[config.mk]
export PLATFORM = sky130hd
export DESIGN_NAME = vend_seq_ctrl_flat
export DESIGN_NICKNAME = d
export VERILOG_FILES = /design/src/rtl/vend_seq_ctrl_if.sv /design/src/rtl/vend_seq_ctrl.sv /design/src/flat_wrapper.sv
export SDC_FILE = /design/constraint.sdc
export NUM_CORES = 1
export LEC_CHECK = 0
export ABC_AREA = 1
export BUFFER_PORTS_ARGS = -buffer_cell sky130_fd_sc_hd__buf_2
export CAP_MARGIN = 10
export CORE_UTILIZATION = 57
export CTS_BUF_LIST = sky130_fd_sc_hd__clkbuf_4
export DETAILED_ROUTE_END_ITERATION = 12
export PLACE_DENSITY_LB_ADDON = 0.2
export SLEW_MARGIN = 30
export SYNTH_ARGS = -nofsm -noshare
export SYNTH_HDL_FRONTEND = slang
export SYNTH_SLANG_ARGS = --single-unit
export TNS_END_PERCENT = 30
[constraint.sdc]
create_clock -name sys_clk -period 2.2 [get_ports sys_clk]
set_input_delay 0.33 -clock sys_clk [delete_from_list [all_inputs] [get_ports sys_clk]]
set_output_delay 0.33 -clock sys_clk [all_outputs]
set_load 0.1 [all_outputs]
[src/rtl/vend_seq_ctrl_if.sv]
// Coin/select/dispense/refund signal bundle for vend_seq_ctrl.
// The master drives the buyer and mechanism inputs; the slave is the controller.
interface vend_seq_ctrl_if;
   logic       pi_money_one;
   logic       pi_money_half;
   logic       pi_select;
   logic       pi_cancel;
   logic       pi_disp_done;
   logic       pi_hopper_rdy;
   logic       po_dispense;
   logic       po_refund_half;
   logic       po_coin_reject;
   logic [3:0] po_credit;
   logic       po_busy;

   modport master (
      output pi_money_one, pi_money_half, pi_select, pi_cancel, pi_disp_done, pi_hopper_rdy,
      input  po_dispense, po_refund_half, po_coin_reject, po_credit, po_busy
   );

   modport slave (
      input  pi_money_one, pi_money_half, pi_select, pi_cancel, pi_disp_done, pi_hopper_rdy,
      output po_dispense, po_refund_half, po_coin_reject, po_credit, po_busy
   );
endinterface

[src/rtl/vend_seq_ctrl.sv]
// Vending sequence controller: credit accounting, vend handshake and half-coin change refund.
// Optional idle-credit auto-refund is enabled by defining VEND_TIMEOUT_REFUND_EN.
module vend_seq_ctrl #(
   parameter int unsigned PRICE       = 3,
   parameter int unsigned MAX_CREDIT  = 7,
   parameter int unsigned TIMEOUT_CYC = 1000
) (
   input logic            sys_clk,
   input logic            sys_rst_n,
   vend_seq_ctrl_if.slave bus
);

   if (PRICE < 1 || PRICE > MAX_CREDIT || MAX_CREDIT > 15 || TIMEOUT_CYC < 1) begin : g_bad_cfg
      $error("vend_seq_ctrl: illegal parameter combination");
   end

   localparam logic [3:0] PriceC = 4'(PRICE);
   localparam logic [4:0] MaxC   = 5'(MAX_CREDIT);

   typedef enum logic [1:0] {StIdle, StCredit, StVend, StRefund} state_e;

   state_e     state_q, state_d;
   logic [3:0] credit_q, credit_d;
   logic       dispense_q, dispense_d;
   logic       refund_q, refund_d;
   logic       reject_q, reject_d;
   logic       busy_q, busy_d;

   logic       coin_one, coin_half, coin_any, coin_ok, can_vend, activity, tmo_hit;
   logic [4:0] credit_sum;

   always_comb begin
      coin_one   = bus.pi_money_one & ~bus.pi_money_half;
      coin_half  = bus.pi_money_half & ~bus.pi_money_one;
      coin_any   = bus.pi_money_one | bus.pi_money_half;
      credit_sum = {1'b0, credit_q} + (coin_one ? 5'd2 : 5'd1);
      can_vend   = (state_q == StCredit) && bus.pi_select && (credit_q >= PriceC);
      // A coin arriving alongside a winning cancel or vend is bounced, not banked
      coin_ok    = ((state_q == StIdle) || (state_q == StCredit)) && (coin_one | coin_half) &&
                   (credit_sum <= MaxC) && !((state_q == StCredit) && bus.pi_cancel) && !can_vend;
      activity   = coin_ok | bus.pi_select | bus.pi_cancel;
   end

`ifdef VEND_TIMEOUT_REFUND_EN
   localparam int unsigned CntW = (TIMEOUT_CYC > 1) ? $clog2(TIMEOUT_CYC) : 1;

   logic [CntW-1:0] tmo_q, tmo_d;

   always_comb begin
      tmo_d   = '0;
      tmo_hit = 1'b0;
      if (state_q == StCredit && !activity) begin
         if (tmo_q == CntW'(TIMEOUT_CYC - 1)) begin
            tmo_hit = 1'b1;
         end else begin
            tmo_d = tmo_q + 1'b1;
         end
      end
   end

   always_ff @(posedge sys_clk or negedge sys_rst_n) begin
      if (!sys_rst_n) begin
         tmo_q <= '0;
      end else begin
         tmo_q <= tmo_d;
      end
   end
`else
   assign tmo_hit = 1'b0;
`endif

   always_comb begin
      state_d  = state_q;
      credit_d = credit_q;
      refund_d = 1'b0;
      reject_d = coin_any & ~coin_ok;
      unique case (state_q)
         StIdle, StCredit: begin
            if (state_q == StCredit && bus.pi_cancel) begin
               state_d = StRefund;
            end else if (can_vend) begin
               credit_d = credit_q - PriceC;
               state_d  = StVend;
            end else if (coin_ok) begin
               credit_d = credit_sum[3:0];
               state_d  = StCredit;
            end else if (tmo_hit) begin
               state_d = StRefund;
            end
         end
         StVend: begin
            if (bus.pi_disp_done) begin
               state_d = (credit_q != 4'd0) ? StRefund : StIdle;
            end
         end
         StRefund: begin
            if (credit_q == 4'd0) begin
               state_d = StIdle;
            end else if (bus.pi_hopper_rdy) begin
               refund_d = 1'b1;
               credit_d = credit_q - 4'd1;
               if (credit_q == 4'd1) begin
                  state_d = StIdle;
               end
            end
         end
         default: state_d = StIdle;
      endcase
      dispense_d = (state_d == StVend);
      busy_d     = (state_d == StVend) || (state_d == StRefund);
   end

   always_ff @(posedge sys_clk or negedge sys_rst_n) begin
      if (!sys_rst_n) begin
         state_q    <= StIdle;
         credit_q   <= 4'd0;
         dispense_q <= 1'b0;
         refund_q   <= 1'b0;
         reject_q   <= 1'b0;
         busy_q     <= 1'b0;
      end else begin
         state_q    <= state_d;
         credit_q   <= credit_d;
         dispense_q <= dispense_d;
         refund_q   <= refund_d;
         reject_q   <= reject_d;
         busy_q     <= busy_d;
      end
   end

   assign bus.po_dispense    = dispense_q;
   assign bus.po_refund_half = refund_q;
   assign bus.po_coin_reject = reject_q;
   assign bus.po_credit      = credit_q;
   assign bus.po_busy        = busy_q;

endmodule

[src/flat_wrapper.sv]
// flat-port wrapper written by rule: the top's interface ports become plain ports
module vend_seq_ctrl_flat 
#(
   parameter int unsigned PRICE       = 3,
   parameter int unsigned MAX_CREDIT  = 7,
   parameter int unsigned TIMEOUT_CYC = 1000
)
  (sys_clk, sys_rst_n, bus_pi_money_one, bus_pi_money_half, bus_pi_select, bus_pi_cancel, bus_pi_disp_done, bus_pi_hopper_rdy, bus_po_dispense, bus_po_refund_half, bus_po_coin_reject, bus_po_credit, bus_po_busy);
  vend_seq_ctrl_if bus_i ();
  input logic sys_clk;
  input logic sys_rst_n;
  input wire logic [$bits(bus_i.pi_money_one)-1:0] bus_pi_money_one;
  input wire logic [$bits(bus_i.pi_money_half)-1:0] bus_pi_money_half;
  input wire logic [$bits(bus_i.pi_select)-1:0] bus_pi_select;
  input wire logic [$bits(bus_i.pi_cancel)-1:0] bus_pi_cancel;
  input wire logic [$bits(bus_i.pi_disp_done)-1:0] bus_pi_disp_done;
  input wire logic [$bits(bus_i.pi_hopper_rdy)-1:0] bus_pi_hopper_rdy;
  output wire logic [$bits(bus_i.po_dispense)-1:0] bus_po_dispense;
  output wire logic [$bits(bus_i.po_refund_half)-1:0] bus_po_refund_half;
  output wire logic [$bits(bus_i.po_coin_reject)-1:0] bus_po_coin_reject;
  output wire logic [$bits(bus_i.po_credit)-1:0] bus_po_credit;
  output wire logic [$bits(bus_i.po_busy)-1:0] bus_po_busy;
  assign bus_i.pi_money_one = bus_pi_money_one;
  assign bus_i.pi_money_half = bus_pi_money_half;
  assign bus_i.pi_select = bus_pi_select;
  assign bus_i.pi_cancel = bus_pi_cancel;
  assign bus_i.pi_disp_done = bus_pi_disp_done;
  assign bus_i.pi_hopper_rdy = bus_pi_hopper_rdy;
  assign bus_po_dispense = bus_i.po_dispense;
  assign bus_po_refund_half = bus_i.po_refund_half;
  assign bus_po_coin_reject = bus_i.po_coin_reject;
  assign bus_po_credit = bus_i.po_credit;
  assign bus_po_busy = bus_i.po_busy;
  vend_seq_ctrl #(.PRICE(PRICE), .MAX_CREDIT(MAX_CREDIT), .TIMEOUT_CYC(TIMEOUT_CYC)) u_core (.sys_clk(sys_clk), .sys_rst_n(sys_rst_n), .bus(bus_i));
endmodule
==> metrics.cfg <==
[synthesis]
ys_ff_latch=10
syn-num-nets=145
synthFlopType=dfrtp_1
yosys-top-cells-area=dfrtp_1 (26%), nand2_1 (16%), ha_1 (11%)
synth_commonest_cells=nand2_1 (41), inv_1 (18), nand3_1 (14)
syn_inst=128
avgSynthCellArea_sq_um=7.40
ys_types=23
synth_top_area_frac=0.264
synth_edf_count=0
async_flop_share=1.00
synth_top_area_cell=dfrtp_1
ys_seq_area_frac=0.264
synth.most_common_cell=nand2_1
ys_warn_count=0
synth_area_sq_um=947

[die]
die_w_um=42.8
initial_utilization=0.622
die_h_um=42.8
ios=16
rows=14
die_area_sq_um=1830
coreArea_sq_um=1520

[worst_setup_path]
cp_max_fo=5
cp.arrival_ps=2070
worstPathRequired_ps=2360
critPathLaunchType=input pin
path_class=in2reg
crit_path_end_kind=flop

[placement]
dp_hpwl_um=1500
portBuffers=15
place_congestion=0.838
place_ws_ps=13.4
place_area_sq_um=1030

[sta]
relSlewSlack=0.677
setup_slack_ps=285
tightest_slew_ps=488
post-route-period-util=0.870
setup_viol_count_final=0
worst_clock_skew_ps=0.630
post-route-min-period_ps=1910
rsz0062_at_grt=false
fin_tns_setup_ps=0
drv_slew=0
hold_viol_final=0
timing.fmax_mhz=522

[cts]
clock_path_buffers=2
htreeDepth=1
cts_setup_buffers=0
cts-root-buf=clkbuf_4
clock_latency_ps=270
hold_buffers=1
post_cts_resized=0
clock_sink_count=10
clk_pin_slew_ps=60
cts_tree=built
cts_inserted_buffers=3

[layout]
finish.instance_area_sq_um=1060
drive_gt1_frac=0.260
antenna_cells=0
syn2layout_area_growth_pct=12.3
layout.nets=164
post-route-util=0.698

[grt]
grt_start_max_net_pins=11
gr-total-overflow=0
grt_use_total=0.235
grt_pass1_wl_um=3270
grt_antenna_before_repair=0
grt_pass1_vias=776

[detailed_routing]
antenna_left=0
drc=0
first_pass_iters=4
via_count=845
first_iter_violations=23
vias_per_cell=5.22
post_drt_wl_per_cell_um=11.4
routed_wl_um=1840

[flow_run]
cap_violations=0

[status]
status=completed

[worst_hold_path]
hp-class=in2reg

flip-flops by register name, summed over array words and instances, names as in the netlist:
| signal | count |
|---|---|
| u_core.bus.po_credit | 4 |
| u_core.state_q | 2 |
| u_core.bus.po_busy | 1 |
| u_core.bus.po_coin_reject | 1 |
| u_core.bus.po_dispense | 1 |
| u_core.bus.po_refund_half | 1 |
layer usage:
layer  up-vias  track usage  part of all wire
met5         -            0                 0
met4         0       0.0625             0.020
met3         5       0.0681             0.033
met2        19        0.373              0.49
met1       387        0.313              0.46
li1        434            -                 -
final timing paths:
check,slack [ps],startpoint,endpoint,cells after the start
worst max register to register,300,u_core.bus.po_credit[0]$_DFFE_PN0P_,u_core.bus.po_credit[2]$_DFFE_PN0P_,10
worst max-delay path,290,bus_pi_money_half,u_core.bus.po_credit[2]$_DFFE_PN0P_,14
min in group asynchronous,440,sys_rst_n,u_core.bus.po_credit[2]$_DFFE_PN0P_,2
worst min-delay path,300,bus_pi_hopper_rdy,u_core.bus.po_refund_half$_DFF_PN0_,3
max in group asynchronous,1560,sys_rst_n,u_core.bus.po_credit[0]$_DFFE_PN0P_,2
worst min register to register,610,u_core.bus.po_credit[0]$_DFFE_PN0P_,u_core.bus.po_credit[0]$_DFFE_PN0P_,2
stage by stage:
stage / hold slack (ps) / std cells
finish: 304 / 162
global route: 306 / 162
CTS: 297 / 162
floorplan: 34.4 / 128
detailed placement: 193 / 157
global placement: 189 / 157
placed cells by master, fill, tap and decap left out, types with 2 or more instances in the layout:
| master | instances |
|---|---|
| clkbuf_4 | 3 |
| xor2_1 | 2 |
| nand2_2 | 5 |
| nand2_1 | 41 |
| nand2_4 | 3 |
| nand3_1 | 14 |
| buf_2 | 15 |
| o21ai_0 | 2 |
| nor2_2 | 2 |
| inv_1 | 18 |
| dfrtp_1 | 9 |
| ha_1 | 8 |
| a21oi_1 | 4 |
| nand3_4 | 2 |
| nor2_1 | 5 |
| nor2_4 | 3 |
logic make-up (layout without fill, tap and decap cells):
family / after synthesis / count (layout) / share of synthesized area
and+or+nand+nor: 77 / 77 / 0.440
AOI/OAI and AO/OA: 9 / 9 / 0.0555
xor gates and xnor gates: 2 / 2 / 0.0185
DFF: 10 / 10 / 0.264
buffers and inverters: 21 / 39 / 0.0951
adders and majority gates: 9 / 9 / 0.127
final cells by class:
class / count / area, sq um
sequential: 10 / 251
clock buffer: 3 / 22.5
tap: 16 / 20.0
clock inverter: 1 / 3.75
inverter: 19 / 73.8
multi-input combinational: 97 / 607
timing repair buffer: 16 / 85.1
fill: 143 / 460
worst max-delay path, cell delays in order:
cell and delay, ps:
buf_2 100, inv_1 70, ha_1 230, inv_1 70
ha_1 220, fa_1 410, inv_1 70, nor2_1 60
nor2_4 140, nand3_4 100, nand2_4 100, nand2_4 60
nand2_1 60, nand2_1 60
Power is left out: the tool's default activity adds up to more than one toggle a clock period on the data nets, which glitch-free logic cannot reach.
